===== config.mk =====
export PLATFORM = sky130hd
export DESIGN_NAME = register_file_write_scheduler
export DESIGN_NICKNAME = d
export VERILOG_FILES = /design/src/rtl/register_file_write_scheduler_pkg.sv /design/src/rtl/register_file_write_scheduler_rr_arbiter_3.sv /design/src/rtl/register_file_write_scheduler.sv
export SDC_FILE = /design/constraint.sdc
export NUM_CORES = 1
export LEC_CHECK = 0
export ABC_CLOCK_PERIOD_IN_PS = 2100
export CAP_MARGIN = 5
export CORE_ASPECT_RATIO = 1.5
export CORE_MARGIN = 2
export CORE_UTILIZATION = 25
export CTS_CLUSTER_DIAMETER = 80
export CTS_CLUSTER_SIZE = 14
export DETAILED_ROUTE_END_ITERATION = 10
export MAX_ROUTING_LAYER = met4
export PLACE_DENSITY = 0.58
export SLEW_MARGIN = 20
export SYNTH_ARGS = -nofsm -noshare
export SYNTH_HDL_FRONTEND = slang
export SYNTH_SLANG_ARGS = --single-unit

===== constraint.sdc =====
create_clock -name clk -period 2.1 [get_ports clk]
set_input_delay 0.42 -clock clk [delete_from_list [all_inputs] [get_ports clk]]
set_output_delay 0.42 -clock clk [all_outputs]
set_load 0.02 [all_outputs]

===== src/rtl/register_file_write_scheduler_pkg.sv =====
// Shared types for the register-file write scheduler: request and write-port structs.
// The write-port struct mirrors the register file's write fields so the two connect directly.
package PkgRegWriteSched;

  localparam int NUM_REQ  = 3;
  localparam int SEL_W    = 4;
  localparam int DATA_W   = 32;
  localparam int NUM_REGS = 16;

  typedef struct packed {
    logic              valid;
    logic [SEL_W-1:0]  sel;
    logic [DATA_W-1:0] data;
  } req_t;

  typedef struct packed {
    logic              en;
    logic [SEL_W-1:0]  sel;
    logic [DATA_W-1:0] data;
  } wport_t;

endpackage


===== src/rtl/register_file_write_scheduler_rr_arbiter_3.sv =====
// Three-way round-robin arbiter: combinational one-hot grant, search starts after the last grant.
// The pointer moves only when a grant is issued; it resets to 2 so requester 0 wins first.
module rr_arbiter_3 (
  input  logic       clk,
  input  logic       rst_n,
  input  logic [2:0] req,
  output logic [2:0] grant
);

  logic [1:0] last;

  always_comb begin
    grant = 3'b000;
    case (last)
      2'd0: begin
        if      (req[1]) grant = 3'b010;
        else if (req[2]) grant = 3'b100;
        else if (req[0]) grant = 3'b001;
      end
      2'd1: begin
        if      (req[2]) grant = 3'b100;
        else if (req[0]) grant = 3'b001;
        else if (req[1]) grant = 3'b010;
      end
      default: begin
        if      (req[0]) grant = 3'b001;
        else if (req[1]) grant = 3'b010;
        else if (req[2]) grant = 3'b100;
      end
    endcase
  end

  // Every grant is a transfer, since grants only go to valid requesters.
  always_ff @(posedge clk or negedge rst_n) begin
    if (!rst_n) begin
      last <= 2'd2;
    end else if (grant[0]) begin
      last <= 2'd0;
    end else if (grant[1]) begin
      last <= 2'd1;
    end else if (grant[2]) begin
      last <= 2'd2;
    end
  end

endmodule


===== src/rtl/register_file_write_scheduler.sv =====
// Arbitrates three writeback requesters onto one registered register-file write port (grant in N,
// write in N+1) and keeps a per-register pending-write scoreboard that answers decode busy queries.
module register_file_write_scheduler #(
  parameter int NUM_REQ  = PkgRegWriteSched::NUM_REQ,
  parameter int NUM_REGS = PkgRegWriteSched::NUM_REGS,
  parameter int DATA_W   = PkgRegWriteSched::DATA_W
) (
  input  logic                           clk,
  input  logic                           rst_n,
  input  logic [NUM_REQ-1:0]             in_req_valid,
  input  logic [NUM_REQ-1:0][3:0]        in_req_sel,
  input  logic [NUM_REQ-1:0][DATA_W-1:0] in_req_data,
  output logic [NUM_REQ-1:0]             out_req_ready,
  input  logic                           in_reserve_en,
  input  logic [3:0]                     in_reserve_sel,
  input  logic [3:0]                     in_query_sel_ra,
  input  logic [3:0]                     in_query_sel_rb,
  input  logic [3:0]                     in_query_sel_rc,
  output logic                           out_busy_ra,
  output logic                           out_busy_rb,
  output logic                           out_busy_rc,
  output logic                           out_write_en,
  output logic [3:0]                     out_write_sel,
  output logic [DATA_W-1:0]              out_write_data,
  output logic                           out_err
);

  import PkgRegWriteSched::*;

  req_t   win;
  wport_t wport;
  logic [NUM_REGS-1:0][1:0] cnt;
  logic [NUM_REGS-1:0]      err_hit;

  rr_arbiter_3 u_arb (
    .clk   (clk),
    .rst_n (rst_n),
    .req   (in_req_valid),
    .grant (out_req_ready)
  );

  always_comb begin
    win = '0;
    for (int i = 0; i < NUM_REQ; i++) begin
      if (out_req_ready[i]) begin
        win.valid = 1'b1;
        win.sel   = in_req_sel[i];
        win.data  = in_req_data[i];
      end
    end
  end

  // A grant to r0 is accepted but never turns into a write.
  always_ff @(posedge clk or negedge rst_n) begin
    if (!rst_n) begin
      wport <= '0;
    end else begin
      wport.en <= win.valid && (win.sel != '0);
      if (win.valid) begin
        wport.sel  <= win.sel;
        wport.data <= win.data;
      end
    end
  end

  assign out_write_en   = wport.en;
  assign out_write_sel  = wport.sel;
  assign out_write_data = wport.data;

  for (genvar r = 0; r < NUM_REGS; r++) begin : g_sb
    if (r == 0) begin : g_zero
      assign cnt[r]     = 2'd0;
      assign err_hit[r] = 1'b0;
    end else begin : g_reg
      logic       res;
      logic       com;
      logic [1:0] cnt_q;

      assign res = in_reserve_en && (in_reserve_sel == SEL_W'(r));
      assign com = wport.en && (wport.sel == SEL_W'(r));
      assign err_hit[r] = (res && !com && (cnt_q == 2'd3)) ||
                          (com && !res && (cnt_q == 2'd0));
      assign cnt[r] = cnt_q;

      always_ff @(posedge clk or negedge rst_n) begin
        if (!rst_n) begin
          cnt_q <= 2'd0;
        end else if (res && !com && (cnt_q != 2'd3)) begin
          cnt_q <= cnt_q + 2'd1;
        end else if (com && !res && (cnt_q != 2'd0)) begin
          cnt_q <= cnt_q - 2'd1;
        end
      end
    end
  end

  always_ff @(posedge clk or negedge rst_n) begin
    if (!rst_n) begin
      out_err <= 1'b0;
    end else if (|err_hit) begin
      out_err <= 1'b1;
    end
  end

  // The last outstanding write being committed this cycle is forwarded by the register file.
  function automatic logic busy_of(input logic [3:0] s);
    busy_of = (s != 4'd0) && (cnt[s] != 2'd0) &&
              !(wport.en && (wport.sel == s) && (cnt[s] == 2'd1));
  endfunction

  assign out_busy_ra = busy_of(in_query_sel_ra);
  assign out_busy_rb = busy_of(in_query_sel_rb);
  assign out_busy_rc = busy_of(in_query_sel_rc);

endmodule


Yosys cells after proc, flatten, opt, wreduce, memory -nomap -nowiden

Cells that the tools add are included.
Widths: inputs -> output; s select.

$add $sub $neg: 30
Magnitude comparators: 3
Equal/unequal tests: 67
Muxes and demuxes: 52
Reductions and logical operators: 236

Operators by type and width:

| kind                | count |
|---|---|
| $logic_and 1x1->1   | 133 |
| $mux 37             | 3 |
| $mux 2              | 37 |
| $reduce_bool 2->1   | 33 |
| $eq 4x4->1 const B  | 16 |
| $logic_not 1->1     | 33 |
| $eq 4x3->1 const B  | 8 |
| $logic_not 2->1     | 16 |
| $add 2x1->2 const B | 15 |
| $eq 2x2->1 const B  | 15 |
| $ne 2x2->1 const B  | 15 |
| $sub 2x1->2 const B | 15 |
| $bmux 2 s4          | 3 |
| $mux 3              | 7 |
| $eq 4x2->1 const B  | 4 |
| $reduce_bool 4->1   | 4 |
| $logic_or 1x1->1    | 15 |
| $lt 4x5->1 const B  | 3 |
| $reduce_or 15->1    | 1 |
| $eq 4x4->1          | 3 |
| $eq 2x1->1 const B  | 4 |
| $eq 4x1->1 const B  | 2 |
| $pmux 3 s2          | 1 |
| $reduce_bool 3->1   | 1 |
| $mux 1              | 1 |

Flip-flop bits (word level): 70
Input bits: 130
Logic and storage cells: 408

Longest topological paths before layout

Gate-level depths: netlist of run 1.

Depth in word-level cells: 9
Gate-level depth with buffers: 7
Gate-level depth less buffers: 5

By module

A second synthesis of run 1 with hierarchy kept.

Cell total of the unflattened synthesis: 574
Area total of the unflattened synthesis: 5059.9 um2

Modules (own cells, without submodules):

| module                        | instances | cells each | area an instance (um2) |
|---|---|---|---|
| register_file_write_scheduler | 1         | 556        | 4918.5 |
| rr_arbiter_3                  | 1         | 18         | 141.4 |

Worst setup path before layout of run 1

Ideal clock, no wire load.

Path kind: input to output
From: input in_query_sel_ra[1]
To: output out_busy_ra
Arrival time: 1.739 ns
Data required time: 1.680 ns
Path slack: -0.059 ns
Stages: 4
Cells stage by stage: buf_6 > mux4_2 > mux4_2 > a31o_1

Word-level cells in the longest chain between the ends: 6
Elaborated cells between the ends (all ways): 11

RTL lines:

| what                         | line                                                                       | source |
|---|---|---|
| from (decl)                  | register_file_write_scheduler.sv:16                                        | `input logic [3:0] in_query_sel_ra,` |
| $bmux 2 s4                   | register_file_write_scheduler.sv:107, register_file_write_scheduler.sv:108 |  |
| $mux 2 (not written as such) | register_file_write_scheduler.sv:107, register_file_write_scheduler.sv:108 |  |
| $eq 2x1->1                   | register_file_write_scheduler.sv:108                                       | `!(wport.en && (wport.sel == s) && (cnt[s] == 2'd1));` |
| $logic_and 1x1->1            | register_file_write_scheduler.sv:108                                       |  |
| $logic_not 1->1              | register_file_write_scheduler.sv:108                                       |  |
| $logic_and 1x1->1 *          | register_file_write_scheduler.sv:107                                       | `busy_of = (s != 4'd0) && (cnt[s] != 2'd0) &&` |
| to (decl)                    | register_file_write_scheduler.sv:19                                        | `output logic out_busy_ra,` |

Every way passes the cells marked *; elsewhere a longest branch is shown, timed or not. The select of a mux whose other input is x is not followed.

Final worst setup path of run 1

From: register g_sb[8].g_reg.cnt_q[1]
To: output out_busy_ra

Word-level cells in the longest chain between the ends: 6
Elaborated cells between the ends (all ways): 8

RTL lines:

| what                           | line                                                                       | source |
|---|---|---|
| from (decl)                    | register_file_write_scheduler.sv:77                                        | `logic [1:0] cnt_q;` |
| from (signal assigned)         | register_file_write_scheduler.sv:89                                        | `cnt_q <= cnt_q + 2'd1;` |
| from (signal assigned)         | register_file_write_scheduler.sv:91                                        | `cnt_q <= cnt_q - 2'd1;` |
| $bmux 2 s4 *                   | register_file_write_scheduler.sv:107, register_file_write_scheduler.sv:108 |  |
| $mux 2 (not written as such) * | register_file_write_scheduler.sv:107, register_file_write_scheduler.sv:108 |  |
| $eq 2x1->1                     | register_file_write_scheduler.sv:108                                       |  |
| $logic_and 1x1->1              | register_file_write_scheduler.sv:108                                       |  |
| $logic_not 1->1                | register_file_write_scheduler.sv:108                                       |  |
| $logic_and 1x1->1 *            | register_file_write_scheduler.sv:107                                       |  |

Marked as above.

==> impl_results.md, run 1 <==
- Status: finished with violations
- Violated checks: negative setup slack
- DR DRC count: 0
- Area growth from synthesis to final layout: 68.7%
- Starting Density: 25.3%
- Number of clock buffers inserted by TritonCTS: 9
- Internal: 4.73 mW
- Post-Syn Instances: 564
- Worst-case setup margin in the final layout: -0.394 ns
- Wirelength, routed: 21,000 um
- Worst Tran Pin Value: 0.715 ns
- Cell total after placement: 1,096
- Maximum number of pins on one net before global-route repair: 63
- RSZ-0062 raised after global routing: yes
- Hold WS: 0.0229 ns
- Height of the chip: 180 um
- Dpl hpwl: ~17,000 um
- CTS Buffer Depth: 2
- Floorplan die area: between 0.02 and 0.025 mm2
- GRT Overall Usage: between 20% and 30%
- Dominant cells by area after synthesis: dfrtp_1 34%, mux4_2 8.3%, a222oi_1 6.0%, a21oi_1 5.0%, nor2_1 4.4%
- Post-synthesis net count: slightly below 700
- Net Sw Frac: 38.5%
- Synth cell types: 71
- Vias per cell: 5.20
- Number of max-cap violations: 0
- Final setup violation count: 3
- Most numerous cell on the critical path: mux4_2
- Antenna violations before repair: 0
- Root Buffer: clkbuf_16
- Clock H-tree levels: 3
- Area share of the largest cell type after synthesis: between 30% and 40%
- Number of rows in the core area: 64
- Critical path data arrival time: 2.07 ns
- Power density over the cells: 885 mW/mm2
- Layout cell share with drive strength beyond 1: 29.8%
- Routed vias: 5,840
- Source-to-sink clock delay at the later pin of the worst-skew pair: approximately 0.35 ns
- Quantity of I/O buffers inserted on ports: 173
- Levels on crit path: 4
- Yosys warns: 0
- Most frequent cells after synthesis: 69 x dfrtp_1, 61 x nor2_1, 56 x nand2_1
- Critical path cell sequence: mux4_2 -> mux4_2 -> a31o_4 -> buf_6
- Power, Total: 7.69 mW
- Crit-path max FO: 2
- Clock group share of total power: between 20% and 30%
- Count of state elements after synthesis: 70
- Upper clock frequency limit: 0.401 GHz
- Category of the most critical setup path: flop to output pin
- Number of slew-limit violations in the final report: 0
- Critical Path Start: g_sb[8].g_reg.cnt_q[1]
- Vias in the first global route: 6,079
- Worst-case clock skew: 0.0120 ns
- Worst r2r dst: out_err
- Reg2Reg Depth: 7
- Number of buffers and inverters on the critical path: 1
- Relative slew slack: between 50% and 60%
- Leading register cell type out of synthesis: dfrtp_1
- Endpoint kind of the worst setup timing path: output pin
- DR WL/cell: between 15 and 20 um
- Clock period minus final worst setup slack: 2.49 ns
- Most used standard cell by instance count after synthesis: dfrtp_1
- CP max stage cell: mux4_2
- Iter 0 DRT Violations: 329
- Clock slew seen by the registers of the worst setup and hold paths: ~0.06 ns
- Leak: around 3.7 nW
- Global route total overflow: 0
- Ys async rst share: 100%
- Post-synthesis sequential area ratio: 34.0%
- Number of sinks handled by clock tree synthesis: 70
- Iteration count of the initial detailed-routing pass: 6
- Cell accounting for the most synthesized area: dfrtp_1
- TritonCTS clock tree: built
- Slack of the worst reg-to-reg path: around 0.010 ns
- Startpoint Class: flop
- Part of the total power dissipated in sequential elements: between 20% and 30%
- CP required: approximately 1.7 ns
- Nets@finish: 985
- Total count of hold-check failures in the final report: 0
- Area of the mapped netlist: just over 0.005 mm2
- IR drop worst, VDD: 0.388 mV
- Post-Syn Area per Cell: 9.14 um2
- Cts hold-fix bufs: 0
- Core outline area: 0.0203 mm2
- Startpoint of the lowest-slack register-to-register path: out_write_sel[1]
- Worst path top cell family by delay: multiplexers
- Top-level I/O count: 174
- Global-route wire length before repair: 32,900 um
- Worst min-delay path class: input port to asynchronous set/reset pin
- Combinational Power Share: about half
- Number of enable flip-flop cells after synthesis: 0
- Period utilisation layout: 119%
- Inserted Diodes: 0
- Biggest cell delay along the critical path: 0.48 ns
- Die extent in x: 121 um
- P_sw: 2.96 mW
- Post-route insts no fill: 1,124
- Final ANT Viol Nets: 0
- Worst Setup EP: out_busy_ra
- Global placement routability congestion: around 1.0
worst min-delay path by stage:
| stage | start | to | slack (ns) | cells past startpoint |
|---|---|---|---|---|
| floorplan | rst_n | g_sb[10].g_reg.cnt_q[0] | 0.12 | 0 |
| global placement | rst_n | out_write_data[4] | 0.40 | 1 |
| detailed placement | rst_n | out_write_data[1] | 0.41 | 1 |
| CTS | rst_n | out_write_data[1] | 0.04 | 1 |
| global route | rst_n | out_write_data[7] | 0.05 | 1 |
| finish | rst_n | out_write_data[7] | 0.02 | 1 |
worst reg2reg max path: stages, from the launching register on:
cell       delay, ns
dfrtp_2         0.48
buf_4           0.22
and2b_1         0.20
buf_4           0.15
o2111a_1        0.11
a2111oi_1       0.39
and4_1          0.25
nand4_1         0.14
layer usage:
layer  track usage (%)  share of wire (%)  vias to the layer above
li1                  -                  -                     2763
met1              21.7                 36                     2732
met2              35.4                 52                      270
met3              3.20                6.0                       75
met4              12.4                6.0                        0
met5                 -                  0                        -
timing repair:
| item | in CTS | in global routing |
|---|---|---|
| resized for setup | 58 | 48 |
| endpoints found under the hold margin | 0 | 0 |
| setup buffers | 10 | 3 |
| pin swaps | 4 | 20 |
| endpoints found under the setup margin | 13 | 14 |
layout make-up:
type / instances / area (um2)
repair buffers: 331 / 3030
well taps: 264 / 330
multi-input cells: 432 / 3210
fillers: 2042 / 11600
inverters: 11 / 41.3
clock buffers: 11 / 253
flip-flops and latches: 70 / 1760
clock inverters: 5 / 57.6
power groups by stage:
stage,sequential [mW],clock [mW],combinational [mW]
after detailed placement,2.17,0,3.71
after CTS,2.15,1.66,3.80
after global placement,2.18,0,3.70
final,2.17,1.62,3.91
after floorplan,2.25,0,1.75
after global routing,2.21,1.71,4.24
layout by cell type, fill, tap and decap left out, drive strengths merged, types with 7 or more instances in the layout:
cell type / count
a2111oi: 12
dfrtp: 69
mux2i: 7
a21oi: 51
clkdlybuf4s50: 152
a22oi: 10
mux4: 19
o21ai: 28
dlygate4sd2: 8
nor2: 62
inv: 11
o211ai: 8
a211oi: 18
nor3: 13
clkbuf: 14
buf: 162
nand2: 56
xor2: 9
nor2b: 9
a222oi: 31
cell families after synthesis:
logic type      Yosys count  share of synthesized area, %
buf+inv                  62                          6.68
flops                    70                          34.0
simple gates            196                          18.8
xor+xnor                 12                          2.04
compound gates          192                          27.4
mux                      32                          11.0
stage by stage:
step                      cell area, um2  worst slack [ns]  util [%]  setup TNS (ns)
final                               8690            -0.394      42.7          -0.879
after global routing                8690            -0.442      42.7           -1.12
after CTS                           8520            -0.413      41.9          -0.910
after detailed placement            8070             -1.08      39.7          -10.92
after global placement              8070             -1.07      39.7          -10.36
after floorplan                     5180           -0.0302         -         -0.0302
state kept, by name (all words and copies together), names as in the netlist:
| signal | flops |
|---|---|
| out_err | 1 |
| out_write_data | 32 |
| u_arb.last | 2 |
| out_write_sel | 4 |
| out_write_en | 1 |
| g_sb.g_reg.cnt_q | 30 |
No activity file was read; power rests on OpenSTA's default activity.
==> run 2, diff against run 1 <==
--- a/config.mk
+++ b/config.mk
@@ -10,7 +10,7 @@
 export CORE_ASPECT_RATIO = 1.5
 export CORE_MARGIN = 2
 export CORE_UTILIZATION = 25
-export CTS_CLUSTER_DIAMETER = 80
+export CTS_CLUSTER_DIAMETER = 100
 export CTS_CLUSTER_SIZE = 14
 export DETAILED_ROUTE_END_ITERATION = 10
 export MAX_ROUTING_LAYER = met4
==> results of run 2 <==
Final layout, timing and power as in run 1 (identical DEF).
==> run 3, diff against run 2 <==
--- a/config.mk
+++ b/config.mk
@@ -6,15 +6,15 @@
 export NUM_CORES = 1
 export LEC_CHECK = 0
 export ABC_CLOCK_PERIOD_IN_PS = 2100
-export CAP_MARGIN = 5
 export CORE_ASPECT_RATIO = 1.5
 export CORE_MARGIN = 2
 export CORE_UTILIZATION = 25
-export CTS_CLUSTER_DIAMETER = 100
+export CTS_CLUSTER_DIAMETER = 40
 export CTS_CLUSTER_SIZE = 14
 export DETAILED_ROUTE_END_ITERATION = 10
 export MAX_ROUTING_LAYER = met4
 export PLACE_DENSITY = 0.58
+export RECOVER_POWER = 25
 export SLEW_MARGIN = 20
 export SYNTH_ARGS = -nofsm -noshare
 export SYNTH_HDL_FRONTEND = slang
==> impl_results.md, run 3 (synthesis results as in run 1) <==
- Slack of the worst reg-to-reg path: 0.02 ns (about the same)
- Source-to-sink clock delay at the later pin of the worst-skew pair: 0.35 ns (about the same)
- Combinational Power Share: 50.8% (about the same)
- Finished layout cell area: 0.00867 mm2 (-0.20%)
- Commonest cells after routing, fill and taps aside: 152 x clkdlybuf4s50_1, 134 x buf_4, 62 x dfrtp_1, 61 x nor2_1, 53 x nand2_1
- Number of sinks handled by clock tree synthesis: 70 (unchanged)
- Area growth from synthesis to final layout: 68.3%
- Crit-path max FO: 2 (unchanged)
- GRT Overall Usage: 20.5% (unchanged)
- TritonCTS clock tree: built
- Clock group share of total power: 21.0% (about the same)
- Final setup violation count: 3 (unchanged)
- Starting Density: 25.3% (unchanged)
- Register Area: 0.00176 mm2 (unchanged)
- P_sw: 2.96 mW (about the same)
- Number of clock buffers inserted by TritonCTS: 9 (unchanged)
- Endpoint kind of the worst setup timing path: output pin
- Iter 0 DRT Violations: 326 (-0.91%)
- CP max stage cell: mux4_2
- Total count of hold-check failures in the final report: 0 (unchanged)
- DR DRC count: 0 (unchanged)
- Dpl hpwl: 17,000 um (unchanged)
- Top-level I/O count: 174 (unchanged)
- Area occupied by multi-input gates: 0.00321 mm2 (unchanged)
- Power density over the cells: 886 mW/mm2 (+0.12%)
- Clock period minus final worst setup slack: 2.49 ns (-0.000934 ns)
- Number of max-cap violations: 0 (unchanged)
- Root Buffer: clkbuf_16
- Number of slew-limit violations in the final report: 0 (unchanged)
- Upper clock frequency limit: 0.401 GHz (about the same)
- Worst min-delay path class: input port to asynchronous set/reset pin
- Status: finished with violations
- Wirelength, routed: 21,000 um (about the same)
- Iteration count of the initial detailed-routing pass: 6 (unchanged)
- DR WL/cell: 18.7 um (about the same)
- Net Sw Frac: 38.5% (about the same)
- Category of the most critical setup path: flop to output pin
- Floorplan die area: 0.0218 mm2 (unchanged)
- Period utilisation layout: 119% (about the same)
- Global route total overflow: 0 (unchanged)
- Quantity of I/O buffers inserted on ports: 173 (unchanged)
- Post-route insts no fill: 1,124 (unchanged)
- Commonest non-fill, non-tap cell in the layout: clkdlybuf4s50_1
- Most numerous cell on the critical path: mux4_2
- Core Util, Final: 42.6% (-0.086 points)
- Final ANT Viol Nets: 0 (unchanged)
- Die extent in x: 121 um (unchanged)
- IR drop worst, VDD: 0.389 mV (about the same)
- Violated checks: negative setup slack
- Antenna violations before repair: 0 (unchanged)
- Core outline area: 0.0203 mm2 (unchanged)
- Relative slew slack: 32.5% (-19 points)
- Inserted Diodes: 0 (unchanged)
- FILL cells: 2,044 (+0.098%)
- CTS Buffer Depth: 2 (unchanged)
- Leak: 3.65 nW (-0.16%)
- Nets@finish: 985 (unchanged)
- Clock slew seen by the registers of the worst setup and hold paths: 0.06 ns (about the same)
- Global placement routability congestion: 0.998 (unchanged)
- Layout cell share with drive strength beyond 1: 29.8% (unchanged)
- Internal: 4.72 mW (about the same)
- Height of the chip: 180 um (unchanged)
- Critical path data arrival time: 2.07 ns (about the same)
- Clock H-tree levels: 3 (unchanged)
- Cell total after placement: 1,096 (unchanged)
- Vias per cell: 5.20 (about the same)
- Maximum number of pins on one net before global-route repair: 63 (unchanged)
- Worst Tran Pin Value: 1.01 ns (+0.297 ns)
- Routed vias: 5,845 (+0.086%)
- Global-route wire length before repair: 32,900 um (unchanged)
- Startpoint Class: flop
- Critical path cell sequence: mux4_2 -> mux4_2 -> a31o_4 -> buf_6
- RSZ-0062 raised after global routing: yes
- CP required: 1.68 ns (about the same)
- Number of flip-flops in the largest register: 32 (unchanged)
- Biggest cell delay along the critical path: 0.48 ns (about the same)
- Worst-case setup margin in the final layout: -0.393 ns (+0.000934 ns)
- Number of rows in the core area: 64 (unchanged)
- Vias in the first global route: 6,079 (unchanged)
- Worst-case clock skew: 0.0120 ns (+0.0000334 ns)
- Part of the total power dissipated in sequential elements: 28.1% (about the same)
- Post-detailed-placement cell area: 0.00807 mm2 (unchanged)
- Hold WS: 0.178 ns (+0.155 ns)
==> run 3: timing repair <==
action | in CTS | in global routing
pin swaps | 4 | 20
setup endpoints to repair | 13 | 14
setup buffers | 10 | 3
hold buffers | 0 | 0
gates resized for setup | 58 | 48
cloned | 0 | 0
==> run 3: layout make-up <==
| type | count | area share (%) |
|---|---|---|
| multi-input combinational | 432 | 37.1 |
| clock inverter | 5 | 0.664 |
| clock buffer | 11 | 2.91 |
| tap | 264 | 3.81 |
| inverter | 11 | 0.476 |
| sequential | 70 | 20.3 |
| timing repair buffer | 331 | 34.8 |
==> run 3: stage by stage <==
step / total power [mW] / setup WS (ns) / TNS, ns
after global placement: 5.88 / -1.07 / -10.36
after global routing: 8.16 / -0.442 / -1.29
after floorplan: 4.00 / -0.0302 / -0.0302
after CTS: 7.61 / -0.413 / -0.910
after detailed placement: 5.88 / -1.08 / -10.92
final: 7.68 / -0.393 / -0.879
==> run 3: worst max-delay path: cells and delay by family (launching register included) <==
kind,cells,cell delay [ns]
mux,2,0.94
flops,1,0.44
compound gates,1,0.22
buf+inv,1,0.12
==> run 3: final timing paths <==
path                                          end                   start  cells past startpoint
max                                   out_busy_ra  g_sb[8].g_reg.cnt_q[1]                      4
min                             out_write_data[1]                   rst_n                      1
max reg2reg                               out_err        out_write_sel[1]                      7
min reg2reg                     out_write_data[9]       out_write_data[9]                      2
max in group asynchronous  g_sb[8].g_reg.cnt_q[1]                   rst_n                      2
min in group clk                out_write_data[9]       out_write_data[9]                      2
==> run 3: metal layers <==
layer	wire length, um	up-vias	GRT usage [%]
li1	-	2762	-
met1	7510	2736	21.7
met2	11000	276	35.4
met3	1270	71	3.20
met4	1240	0	12.4
met5	0	-	-
==> run 3: power groups by stage <==
stage               sequential [mW]  combinational [mW]  clock (mW)
finish                         2.16                3.91        1.62
global route                   2.21                4.24        1.71
CTS                            2.15                3.80        1.66
detailed placement             2.17                3.71           0
global placement               2.18                3.70           0
floorplan                      2.25                1.75           0
